[src/rtl/pc_branch_ctrl_if.sv]
`default_nettype none
// ============================================================================
//  Module      : pc_branch_ctrl_if
//  Description : Bundle of control, LUT-write and status signals between the
//                program-counter / branch-control stage and its environment.
//                master : environment side (drives controls, reads status)
//                slave  : pc_branch_ctrl side
//  Signals     : Start/StartAddr, BranchEn/BranchAbs/LutIdx/Offset,
//                AluOut/Zero, HaltInstr, LutWe/LutWaddr/LutWdata (inputs to
//                the stage); ProgCtr, Running, Taken, Done (stage outputs).
//  Revision    : 1.0 - initial release
// ============================================================================
interface pc_branch_ctrl_if #(
    parameter int PC_W      = 10,
    parameter int LUT_DEPTH = 16
);
    localparam int c_lut_aw = (LUT_DEPTH > 1) ? $clog2(LUT_DEPTH) : 1;

    logic                start;
    logic                Start;
    logic [PC_W-1:0]     StartAddr;
    logic                BranchEn;
    logic                BranchAbs;
    logic [c_lut_aw-1:0] LutIdx;
    logic [7:0]          Offset;
    logic [7:0]          AluOut;
    logic                Zero;
    logic                HaltInstr;
    logic                LutWe;
    logic [c_lut_aw-1:0] LutWaddr;
    logic [PC_W-1:0]     LutWdata;
    logic [PC_W-1:0]     ProgCtr;
    logic                Running;
    logic                Taken;
    logic                Done;

    modport master (
        output Start, StartAddr, BranchEn, BranchAbs, LutIdx, Offset,
               AluOut, Zero, HaltInstr, LutWe, LutWaddr, LutWdata,
        input  ProgCtr, Running, Taken, Done
    );

    modport slave (
        input  Start, StartAddr, BranchEn, BranchAbs, LutIdx, Offset,
               AluOut, Zero, HaltInstr, LutWe, LutWaddr, LutWdata,
        output ProgCtr, Running, Taken, Done
    );
endinterface
`default_nettype wire

[src/rtl/pc_branch_ctrl.sv]
`default_nettype none
// ============================================================================
//  Module      : pc_branch_ctrl
//  Description : Program-counter and branch-control stage of the 8-bit
//                processor. Every cycle in RUN it advances the PC by one,
//                takes a relative or LUT-based absolute branch, or halts.
//                A small writable LUT holds absolute branch targets.
//  Ports       : Clk   - clock, rising edge
//                Reset - synchronous active-high reset
//                bus   - pc_branch_ctrl_if.slave (controls in, PC/status out)
//  Revision    : 1.0 - initial release
// ============================================================================
module pc_branch_ctrl #(
    parameter int PC_W      = 10,
    parameter int LUT_DEPTH = 16
) (
    input  wire logic       Clk,
    input  wire logic       Reset,
    pc_branch_ctrl_if.slave bus
);

    localparam int c_lut_aw = (LUT_DEPTH > 1) ? $clog2(LUT_DEPTH) : 1;

    typedef enum logic [1:0] {
        ST_IDLE   = 2'd0,
        ST_RUN    = 2'd1,
        ST_HALTED = 2'd2
    } state_t;

    state_t          r_state;
    state_t          w_state_nxt;
    logic [PC_W-1:0] r_pc;
    logic [PC_W-1:0] w_pc_nxt;
    logic            r_taken;
    logic            w_taken_nxt;
    logic            r_done;
    logic            w_done_nxt;
    logic            r_running;
    logic            w_running_nxt;

    logic [PC_W-1:0] r_lut [LUT_DEPTH];
    logic [PC_W-1:0] w_lut_rd;
    logic [PC_W-1:0] w_offset_sext;
    logic            w_branch_taken;

    // ------------------------------------------------------------------------
    // Sign-extend the 8-bit offset to the PC width. Adding it modulo 2^PC_W
    // gives the wrap-around behaviour for branches below zero for free.
    // ------------------------------------------------------------------------
    generate
        if (PC_W > 8) begin : g_sext_wide
            assign w_offset_sext = {{(PC_W-8){bus.Offset[7]}}, bus.Offset};
        end else begin : g_sext_narrow
            assign w_offset_sext = bus.Offset[PC_W-1:0];
        end
    endgenerate

    // The LUT is read from the registered array, so a write in the same cycle
    // is not yet visible: the branch sees the old entry.
    assign w_lut_rd       = r_lut[bus.LutIdx];
    // The comparison result is carried on Zero; a non-zero ALU result takes
    // the branch.
    assign w_branch_taken = bus.BranchEn & ~bus.Zero;

    // ------------------------------------------------------------------------
    // Next-state and next-output logic
    // ------------------------------------------------------------------------
    always_comb begin
        w_state_nxt = r_state;
        w_pc_nxt    = r_pc;
        w_taken_nxt = 1'b0;
        w_done_nxt  = 1'b0;

        unique case (r_state)
            ST_IDLE, ST_HALTED: begin
                if (bus.Start) begin
                    w_state_nxt = ST_RUN;
                    w_pc_nxt    = bus.StartAddr;
                end
            end
            ST_RUN: begin
                if (bus.HaltInstr) begin
                    // Halt wins over any branch in the same instruction.
                    w_state_nxt = ST_HALTED;
                    w_done_nxt  = 1'b1;
                end else if (w_branch_taken) begin
                    w_taken_nxt = 1'b1;
                    if (bus.BranchAbs) begin
                        w_pc_nxt = w_lut_rd;
                    end else begin
                        w_pc_nxt = r_pc + w_offset_sext;
                    end
                end else begin
                    w_pc_nxt = r_pc + PC_W'(1);
                end
            end
            default: begin
                w_state_nxt = ST_IDLE;
            end
        endcase

        w_running_nxt = (w_state_nxt == ST_RUN);
    end

    // ------------------------------------------------------------------------
    // State and output registers
    // ------------------------------------------------------------------------
    always_ff @(posedge Clk) begin
        if (Reset) begin
            r_state   <= ST_IDLE;
            r_pc      <= '0;
            r_taken   <= 1'b0;
            r_done    <= 1'b0;
            r_running <= 1'b0;
        end else begin
            r_state   <= w_state_nxt;
            r_pc      <= w_pc_nxt;
            r_taken   <= w_taken_nxt;
            r_done    <= w_done_nxt;
            r_running <= w_running_nxt;
        end
    end

    // ------------------------------------------------------------------------
    // Branch-target LUT: writable in any state, cleared by reset
    // ------------------------------------------------------------------------
    always_ff @(posedge Clk) begin
        if (Reset) begin
            for (int i = 0; i < LUT_DEPTH; i++) begin
                r_lut[i] <= '0;
            end
        end else if (bus.LutWe) begin
            r_lut[bus.LutWaddr] <= bus.LutWdata;
        end
    end

    assign bus.ProgCtr = r_pc;
    assign bus.Running = r_running;
    assign bus.Taken   = r_taken;
    assign bus.Done    = r_done;

endmodule
`default_nettype wire

[src/flat_wrapper.sv]
// flat-port wrapper written by rule: the top's interface ports become plain ports
module pc_branch_ctrl_flat 
#(
    parameter int PC_W      = 10,
    parameter int LUT_DEPTH = 16
)
  (Clk, Reset, bus_Start, bus_StartAddr, bus_BranchEn, bus_BranchAbs, bus_LutIdx, bus_Offset, bus_AluOut, bus_Zero, bus_HaltInstr, bus_LutWe, bus_LutWaddr, bus_LutWdata, bus_ProgCtr, bus_Running, bus_Taken, bus_Done);
  pc_branch_ctrl_if #(.PC_W(PC_W), .LUT_DEPTH(LUT_DEPTH)) bus_i ();
  input  wire logic Clk;
  input  wire logic Reset;
  input wire logic [$bits(bus_i.Start)-1:0] bus_Start;
  input wire logic [$bits(bus_i.StartAddr)-1:0] bus_StartAddr;
  input wire logic [$bits(bus_i.BranchEn)-1:0] bus_BranchEn;
  input wire logic [$bits(bus_i.BranchAbs)-1:0] bus_BranchAbs;
  input wire logic [$bits(bus_i.LutIdx)-1:0] bus_LutIdx;
  input wire logic [$bits(bus_i.Offset)-1:0] bus_Offset;
  input wire logic [$bits(bus_i.AluOut)-1:0] bus_AluOut;
  input wire logic [$bits(bus_i.Zero)-1:0] bus_Zero;
  input wire logic [$bits(bus_i.HaltInstr)-1:0] bus_HaltInstr;
  input wire logic [$bits(bus_i.LutWe)-1:0] bus_LutWe;
  input wire logic [$bits(bus_i.LutWaddr)-1:0] bus_LutWaddr;
  input wire logic [$bits(bus_i.LutWdata)-1:0] bus_LutWdata;
  output wire logic [$bits(bus_i.ProgCtr)-1:0] bus_ProgCtr;
  output wire logic [$bits(bus_i.Running)-1:0] bus_Running;
  output wire logic [$bits(bus_i.Taken)-1:0] bus_Taken;
  output wire logic [$bits(bus_i.Done)-1:0] bus_Done;
  assign bus_i.Start = bus_Start;
  assign bus_i.StartAddr = bus_StartAddr;
  assign bus_i.BranchEn = bus_BranchEn;
  assign bus_i.BranchAbs = bus_BranchAbs;
  assign bus_i.LutIdx = bus_LutIdx;
  assign bus_i.Offset = bus_Offset;
  assign bus_i.AluOut = bus_AluOut;
  assign bus_i.Zero = bus_Zero;
  assign bus_i.HaltInstr = bus_HaltInstr;
  assign bus_i.LutWe = bus_LutWe;
  assign bus_i.LutWaddr = bus_LutWaddr;
  assign bus_i.LutWdata = bus_LutWdata;
  assign bus_ProgCtr = bus_i.ProgCtr;
  assign bus_Running = bus_i.Running;
  assign bus_Taken = bus_i.Taken;
  assign bus_Done = bus_i.Done;
  pc_branch_ctrl #(.PC_W(PC_W), .LUT_DEPTH(LUT_DEPTH)) u_core (.Clk(Clk), .Reset(Reset), .bus(bus_i));
endmodule
[config.mk]
export PLATFORM = sky130hd
export DESIGN_NAME = pc_branch_ctrl_flat
export DESIGN_NICKNAME = d
export VERILOG_FILES = /design/src/rtl/pc_branch_ctrl_if.sv /design/src/rtl/pc_branch_ctrl.sv /design/src/flat_wrapper.sv
export SDC_FILE = /design/constraint.sdc
export NUM_CORES = 1
export LEC_CHECK = 0
export ABC_AREA = 1
export BUFFER_PORTS_ARGS = -buffer_cell sky130_fd_sc_hd__buf_2
export CORE_ASPECT_RATIO = 0.9
export CORE_UTILIZATION = 60
export CTS_CLUSTER_DIAMETER = 60
export DETAILED_ROUTE_END_ITERATION = 10
export GPL_ROUTABILITY_DRIVEN = 1
export GPL_TIMING_DRIVEN = 0
export PLACE_DENSITY = 0.78
export SETUP_SLACK_MARGIN = 0.4
export SLEW_MARGIN = 25
export SYNTH_ARGS = -nofsm -noshare
export SYNTH_HDL_FRONTEND = slang
export SYNTH_SLANG_ARGS = --single-unit
[constraint.sdc]
create_clock -name Clk -period 2.4 [get_ports Clk]
set_input_delay 0.24 -clock Clk [delete_from_list [all_inputs] [get_ports Clk]]
set_output_delay 0.24 -clock Clk [all_outputs]
set_load 0.05 [all_outputs]
After elaboration in Yosys (flattened, before gate mapping)

Memories as Yosys holds them, arrays and structs flattened.
Index checks and enable logic that the tools add are counted.
W data, S select, Z words.

Multiplexer cells: 18
Add/sub/neg operators: 2
Bitwise logic cells: 3
Eq/ne operators: 5
Reductions and logical operators: 7

Operators by type and width:

| operator                | count |
|---|---|
| $mux W10                | 5 |
| $pmux W10 S2            | 1 |
| $add A10 B1 Y10 const B | 1 |
| $add A10 B10 Y10        | 1 |
| $reduce_or A10 Y1       | 1 |
| $mux W1                 | 8 |
| $eq A2 B1 Y1 const B    | 2 |
| $mux W2                 | 2 |
| $mux W4                 | 1 |
| $ne A2 B2 Y1 const B    | 2 |
| $pmux W2 S2             | 1 |
| $reduce_or A2 Y1        | 2 |
| $reduce_and A3 Y1       | 1 |
| $reduce_or A3 Y1        | 1 |
| $eq A2 B2 Y1 const B    | 1 |
| $logic_not A2 Y1        | 1 |
| $not A1 Y1              | 2 |
| $reduce_bool A2 Y1      | 1 |
| $and A1 B1 Y1           | 1 |

Logic and storage cells: 41
Register bits after elaboration: 15
Input bits: 52
Memories kept: 1
Bits in writable memories: 160
Output and inout port bits: 13

Memory list:

| memory       | depth | width | read ports | clocked after memory_dff | wr ports | line                 | source |
|---|---|---|---|---|---|---|---|
| u_core.r_lut | 16    | 10    | 1          | 0                        | 16       | pc_branch_ctrl.sv:41 | `logic [PC_W-1:0] r_lut [LUT_DEPTH];` |

Depth between registers and ports, before layout

Gate-level depths: netlist (run 1).

Depth in word-level cells: 5
Depth in mapped cells: 15
Mapped depth without buffers: 15

Worst setup path after synthesis (run 1)

Ideal clock, no wire load.

Path type: register -> register
From: register u_core.r_pc[0] (netlist: u_core.bus.ProgCtr[0])
To: register u_core.r_pc[6] (netlist: u_core.bus.ProgCtr[6])
Required time: 2.283 ns
Arrival time: 2.083 ns
Stages on the path, launching flop included: 14
Library setup time: 0.117 ns
Clock period less this slack: 2.200 ns
Setup slack: 0.200 ns
Buffers on the path: 0
Path through: dfxtp_1 > ha_1 > fa_1 > nand3_1 > nand3_1 > nand2_1 > nand2_1 > or2_2 > nand2_1 > nand2_1 > nand2_1 > nand2_1 > nand2_1 > a21oi_1

Cells in the longest elaborated chain, start to end: 5
Elaborated cells between the ends (all ways): 6
Classes of those cells: add/sub: 2; mux: 4

Ends and longest elaborated chain:

| what                   | line                  | source |
|---|---|---|
| start, declared        | pc_branch_ctrl.sv:32  | `logic [PC_W-1:0] r_pc;` |
| start signal, assigned | pc_branch_ctrl.sv:117 | `r_pc <= w_pc_nxt;` |
| $add A10 B10 Y10       | pc_branch_ctrl.sv:91  | `w_pc_nxt = r_pc + w_offset_sext;` |
| $mux W10               | pc_branch_ctrl.sv:88  | `if (bus.BranchAbs) begin` |
| $mux W10 *             | pc_branch_ctrl.sv:86  | `end else if (w_branch_taken) begin` |
| $mux W10 *             | pc_branch_ctrl.sv:82  | `if (bus.HaltInstr) begin` |
| $pmux W10 S2 *         | pc_branch_ctrl.sv:74  | `unique case (r_state)` |

Mark *: on every way between the ends. The rest lies on a longest branch, timed or not. The select of a mux whose other input is x is not followed.
A chain may end at the register's enable or synchronous reset.

==> flow_metrics.tcl, run 1 <==
set metrics [dict create \
    synth_top_family_by_area "simple AND/OR/NAND/NOR gates" \
    cts_max_level 4 \
    p_comb_frac 0.129 \
    fmax_ghz 0.508 \
    avgSynthCellArea_um2 8.89 \
    avgViaCountPerCell 5.82 \
    outcome "completed" \
    period_minus_slack_ns 1.97 \
    die_w_um 129 \
    period_share 0.820 \
    core-area_um2 14100 \
    dieArea_um2 14900 \
    cts_buffer_depth 2 \
    synth_simple_gate_area_frac 0.235 \
    synth_edf_count 160 \
    clk_pin_slew_worst_paths_ns 0.06 \
    drive_gt1_frac 0.129 \
    crit_type "input pin to flop" \
    antenna_found_initial 0 \
    p_leak_uw 0.00411 \
    cp-end-kind "flop" \
    path_cells "buf_2, inv_2, nand2_1, nor3_1, nand2_1, clkbuf_1, nand2_1" \
    synth_warnings 0 \
    synth_most_common_cell "nor2_1" \
    dr.pass1.iters 6 \
    netlist_area_um2 8670 \
    grt_pass1_wl_um 36000 \
    critical_path.max_stage_delay_ns 0.42 \
    synthAdderAreaFrac 0.0167 \
    crit_buf_inv 3 \
    fin_worst_skew_ns 0.00885 \
    rsz0062_at_grt "true" \
    drt_iter0_markers 1032 \
    cts_made_buffers 17 \
    fin_util 0.703 \
    ant_nets 0 \
    crit_family "simple AND/OR/NAND/NOR gates" \
    cts_root_buffer "clkbuf_16" \
    drt_wl_total_um 24300 \
    cts.sinks 175 \
    seqPwrFrac 0.492 \
    cts_tree "yes" \
    cpMostUsedCell "nand2_1" \
    worst_ir_drop_vdd_v 0.000674 \
    layout.cell_area.non_filler_um2 9880 \
    relSlewSlack 0.479 \
    ys_ff_latch 175 \
    wl_per_cell_um 19.2 \
    cp_slowest_cell "nor3_1" \
    startpoint_type "input pin" \
    overflow 0 \
    worstMarginPinSlew_ns 0.781 \
    switchingPower_uw 1860 \
    synthMuxAreaShare 0 \
    place_area_um2 9200 \
    synth_cell_types 28 \
    initial_core_util 0.617 \
    setup_viol 0 \
    synth.top_cells.by_count "nor2_1 (258), nand2_1 (182), edfxtp_1 (160), nand3_1 (65), inv_1 (61)" \
    synthCells 976 \
    timing.final.hold_violations 0 \
    ys.flop_type "edfxtp_1" \
    drc 0 \
    num_rows 41 \
    synth-xor-area-share 0.0111 \
    grt_max_degree 17 \
    netlist.area_leader.share 0.554 \
    synth_nets 1039 \
    internal_power_uw 5410 \
    clkPwrFrac 0.378 \
    post-place-ws_ns -0.00727 \
    grt.total_usage 0.342 \
    synthArstFlopShare 0 \
    via_count 7342 \
    switching_share 0.256 \
    min_path_type "input pin to flop" \
    synth_compound_area_frac 0.0873 \
    power.density_nw_per_um2 735 \
    area_growth_syn_to_layout_pct 13.9 \
    seq_area_frac_synth 0.589 \
    io_buffers 55 \
    die_h_um 116 \
    critPathMaxFanout 10 \
    hold-worst-slack_ns 0.0392 \
    synth.top_cells.by_area "edfxtp_1 (55%), nor2_1 (11%), nand2_1 (7.9%)" \
    hpwl_um 16700 \
    setup_slack_ns 0.433 \
    synth_top_cell_by_area "edfxtp_1" \
    layout.nets 1118 \
    arrival_ns 2.05 \
    cap_violations 0 \
    diodes 0 \
    slew_violations 0 \
    ios 65 \
    cp.required_ns 2.48 \
    clock_latency_ns 0.43 \
    gp_congestion 0.897 \
    grt_pass1_vias 6533 \
]
power by group through the flow:
stage / logic [uW] / clock network (uW) / registers [uW]
finish: 940 / 2750 / 3580
floorplan: 529 / 0 / 3680
detailed placement: 874 / 0 / 3640
global route: 1020 / 2870 / 3590
global placement: 862 / 0 / 3630
CTS: 891 / 2730 / 3580
state kept, by name, indices dropped and copies added (netlist names):
register / flops
u_core.r_lut: 160
u_core.bus.Running: 1
u_core.bus.ProgCtr: 10
u_core.r_state: 2
u_core.bus.Taken: 1
u_core.bus.Done: 1
logic make-up (layout without fill, tap and decap cells):
group / after synthesis / count (layout)
AOI/OAI and AO/OA: 137 / 137
xor gates and xnor gates: 11 / 11
adders and majority gates: 11 / 11
buffers and inverters: 127 / 219
DFF: 175 / 175
and+or+nand+nor: 515 / 515
final cells by class:
| class | count | area (um^2) |
|---|---|---|
| multi-input cells | 674 | 3100 |
| flip-flops and latches | 175 | 5110 |
| repair buffers | 60 | 315 |
| clock inverters | 12 | 141 |
| well taps | 193 | 241 |
| clock buffers | 20 | 437 |
| plain buffers | 63 | 295 |
| inverters | 64 | 240 |
| fillers | 1089 | 4180 |
routing by layer:
| layer | GRT usage | part of all wire | vias to the layer above |
|---|---|---|---|
| met5 | 0 | 0 | - |
| li1 | - | - | 3412 |
| met2 | 0.517 | 0.44 | 514 |
| met3 | 0.135 | 0.15 | 49 |
| met4 | 0.116 | 0.026 | 0 |
| met1 | 0.453 | 0.39 | 3367 |
final timing paths:
path         depth (start not counted)  slack (ns)             startpoint               endpoint
max                                  7        0.43                  Reset     u_core.r_lut[1][0]
min                                  2        0.04              bus_Start      u_core.r_state[1]
max reg2reg                         13        0.46  u_core.bus.ProgCtr[0]  u_core.bus.ProgCtr[6]
min reg2reg                          2        0.49      u_core.r_state[1]      u_core.r_state[1]
repair_timing:
item                                    CTS  global route
endpoints found under the setup margin    2           132
gates resized for setup                   4            17
hold buffers                              0             1
endpoints found under the hold margin     0             1
buffers inserted                          1             3
pin swaps                                 0             3
cells in the final DEF, fill, tap and decap left out, types with 17 or more instances in the layout:
master     synthesis  layout
clkbuf_16          0      17
nor2_1           258     258
clkbuf_1          40      43
edfxtp_1         160     160
nand2_1          182     167
a21oi_1           36      36
o21ai_1           30      31
o21ai_0           43      42
o211ai_1          22      22
nand3_1           65      63
buf_2             14      69
inv_1             61      61
worst reg2reg max path, stage by stage (launching register included):
cell and delay [ns]:
dfxtp_4 0.36, ha_4 0.16, fa_2 0.37, nand3_2 0.09, nand3_2 0.09, nand2_1 0.10
nand2_2 0.05, or2_4 0.23, nand2_2 0.07, nand2_1 0.05, nand2_1 0.08, nand2_1 0.06
nand2_1 0.06, a21oi_1 0.06
stage by stage:
step | TNS, ns | instances | power (uW)
CTS | 0 | 1257 | 7200
global route | 0 | 1261 | 7470
finish | 0 | 1261 | 7260
floorplan | 0 | 976 | 4210
detailed placement | -0.126 | 1224 | 4510
global placement | -0.0699 | 1224 | 4500
Power figures use the tool's default switching activity.
==> run 2: changes to the inputs <==
- ABC_AREA: 1 -> 0
- clock period: 2.4 -> 2 ns (I/O delays scaled with it)
==> flow_metrics.tcl, run 2 <==
set metrics [dict create \
    outcome "finished with violations" \
    violations "setup timing" \
    cp-end-kind "flop" \
    drc 0 \
    slew_violations 0 \
    num_rows 41 \
    diodes 0 \
    setup_tns_ns -0.0522 \
    dpl.cell_count 915 \
    relSlewSlack 0.426 \
    grt_pass1_vias 5816 \
    drt_wl_total_um 22800 \
    synthMuxAreaShare 0.123 \
    synthAdderAreaFrac 0.0166 \
    cts_buffer_depth 2 \
    synth_cell_types 57 \
    seqPwrFrac 0.496 \
    period_share 1.03 \
    seq_area_frac_synth 0.583 \
    core-area_um2 14200 \
    final_common_cell "and2_1" \
    synth_warnings 0 \
    ys.flop_type "edfxtp_1" \
    synth_compound_area_frac 0.0574 \
    hpwl_um 15600 \
    grt.total_usage 0.325 \
    io_buffers 50 \
    avgSynthCellArea_um2 13.0 \
    setup_slack_ns -0.0522 \
    overflow 0 \
    worst_ir_drop_vdd_v 0.000771 \
    cts.sinks 175 \
    netlist_area_um2 8760 \
    grt_pass1_wl_um 33700 \
    synth_edf_count 160 \
    netlist.area_leader.share 0.549 \
    clkPwrFrac 0.367 \
    critPathMaxFanout 1 \
    cts_tree "yes" \
    top_register "u_core.r_lut" \
    layout.nets 815 \
    ios 65 \
    synthCells 672 \
    synth.top_cells.by_area "edfxtp_1 (55%), and2_1 (12%), mux4_2 (7.2%)" \
    arrival_ns 2.34 \
    power.density_nw_per_um2 850 \
    dieArea_um2 15100 \
    ant_nets 0 \
    cap_violations 0 \
    antenna_found_initial 0 \
    fin_cells 958 \
    internal_power_uw 6420 \
    timing.final.hold_violations 0 \
    synth_nets 735 \
    ys_ff_latch 175 \
    die_w_um 129 \
    via_count 5845 \
    cts_max_level 4 \
    startpoint_type "flop" \
    p_comb_frac 0.136 \
    gp_congestion 0.918 \
    synth.top_cells.by_count "and2_1 (161), edfxtp_1 (160), clkbuf_1 (39), nor2_1 (39)" \
    fin_worst_skew_ns 0.00935 \
    clk_pin_slew_worst_paths_ns 0.07 \
    largest_reg_flops 160 \
    drive_gt1_frac 0.261 \
    initial_core_util 0.619 \
    synthArstFlopShare 0 \
    setup_viol 1 \
    finalPower_uw 8660 \
    drt_iter0_markers 504 \
    dr.pass1.iters 7 \
    mostFrequentLayoutCells "and2_1 (161), edfxtp_1 (160), buf_2 (54), nor2_1 (36), mux4_2 (33)" \
    wl_per_cell_um 23.8 \
    filler_cell_count 957 \
    cts_made_buffers 17 \
    switching_share 0.259 \
    synth-xor-area-share 0.00900 \
    worstMarginPinSlew_ns 0.862 \
    synth_top_cell_by_area "edfxtp_1" \
    rsz0062_at_grt "true" \
    clock_latency_ns 0.43 \
    period_minus_slack_ns 2.05 \
    fmax_ghz 0.487 \
    synth_top_family_by_area "simple AND/OR/NAND/NOR gates" \
    avgViaCountPerCell 6.10 \
    switchingPower_uw 2250 \
    synth_most_common_cell "and2_1" \
    cp.required_ns 2.29 \
    die_h_um 117 \
    min_path_type "input pin to flop" \
    crit_type "flop to flop" \
    grt_max_degree 17 \
    synth_simple_gate_area_frac 0.183 \
    p_leak_uw 0.00374 \
    post-place-ws_ns -0.664 \
    cts_root_buffer "clkbuf_16" \
    area_growth_syn_to_layout_pct 16.4 \
]
run 2: through the flow:
| step | hold slack [ns] | cell area (um^2) | utilization |
|---|---|---|---|
| after floorplan | 0.342 | 8880 | - |
| after global placement | 0.480 | 9370 | 0.662 |
| after detailed placement | 0.483 | 9370 | 0.662 |
| after CTS | 0.0340 | 10100 | 0.711 |
| after global routing | 0.0558 | 10200 | 0.720 |
| final | 0.0406 | 10200 | 0.720 |
run 2: logic make-up (layout without fill, tap and decap cells):
| kind of cell | count (synthesis) | count (layout) |
|---|---|---|
| buf+inv | 56 | 149 |
| compound gates | 74 | 74 |
| simple gates | 283 | 283 |
| fa+ha+maj | 11 | 11 |
| xor+xnor | 9 | 9 |
| flops | 175 | 175 |
| mux | 64 | 64 |
run 2: final timing paths:
path | depth (start not counted) | end | slack, ns | from
worst max-delay path | 6 | u_core.bus.ProgCtr[0] | -0.05 | u_core.r_lut[4][0]
worst min-delay path | 3 | u_core.bus.ProgCtr[7] | 0.04 | bus_StartAddr[7]
worst max register to register | 6 | u_core.bus.ProgCtr[0] | -0.05 | u_core.r_lut[4][0]
worst min register to register | 2 | u_core.bus.ProgCtr[5] | 0.53 | u_core.bus.ProgCtr[5]
run 2: what timing repair did:
action | in CTS | in global routing
setup endpoints to repair | 11 | 50
resized for setup | 26 | 25
buffers inserted | 5 | 6
pin swaps | 7 | 12
gates cloned | 0 | 0
hold buffers | 0 | 0
run 2: critical path, cell delays in order (launching register included):
cell and delay [ns]:
edfxtp_1 0.38, mux4_2 0.48, mux4_2 0.55, mux2i_1 0.18, nor2_1 0.07, a211oi_2 0.16, nor3_1 0.08
run 2: final cells by class:
class	instances	area [um^2]	share of cell area
Timing Repair Buffer	61	353	0.0346
Tap cell	193	241	0.0237
Sequential cell	175	5130	0.503
Clock buffer	17	425	0.0417
Inverter	7	26.3	0.00258
Multi-Input combinational cell	441	3620	0.356
Clock inverter	15	133	0.0130
Buffer	49	260	0.0255
run 2: power groups by stage:
stage | sequential (uW) | combinational [uW] | clock [uW]
floorplan | 4420 | 636 | 0
global placement | 4360 | 1020 | 0
detailed placement | 4380 | 1040 | 0
CTS | 4300 | 1110 | 3190
global route | 4320 | 1250 | 3330
finish | 4300 | 1180 | 3180
run 2: per-layer routing:
metal	up-vias	track usage	share of wire
li1	2630	-	-
met2	292	0.557	0.50
met3	68	0.0596	0.075
met5	-	0	0
met1	2855	0.395	0.38
met4	0	0.180	0.048
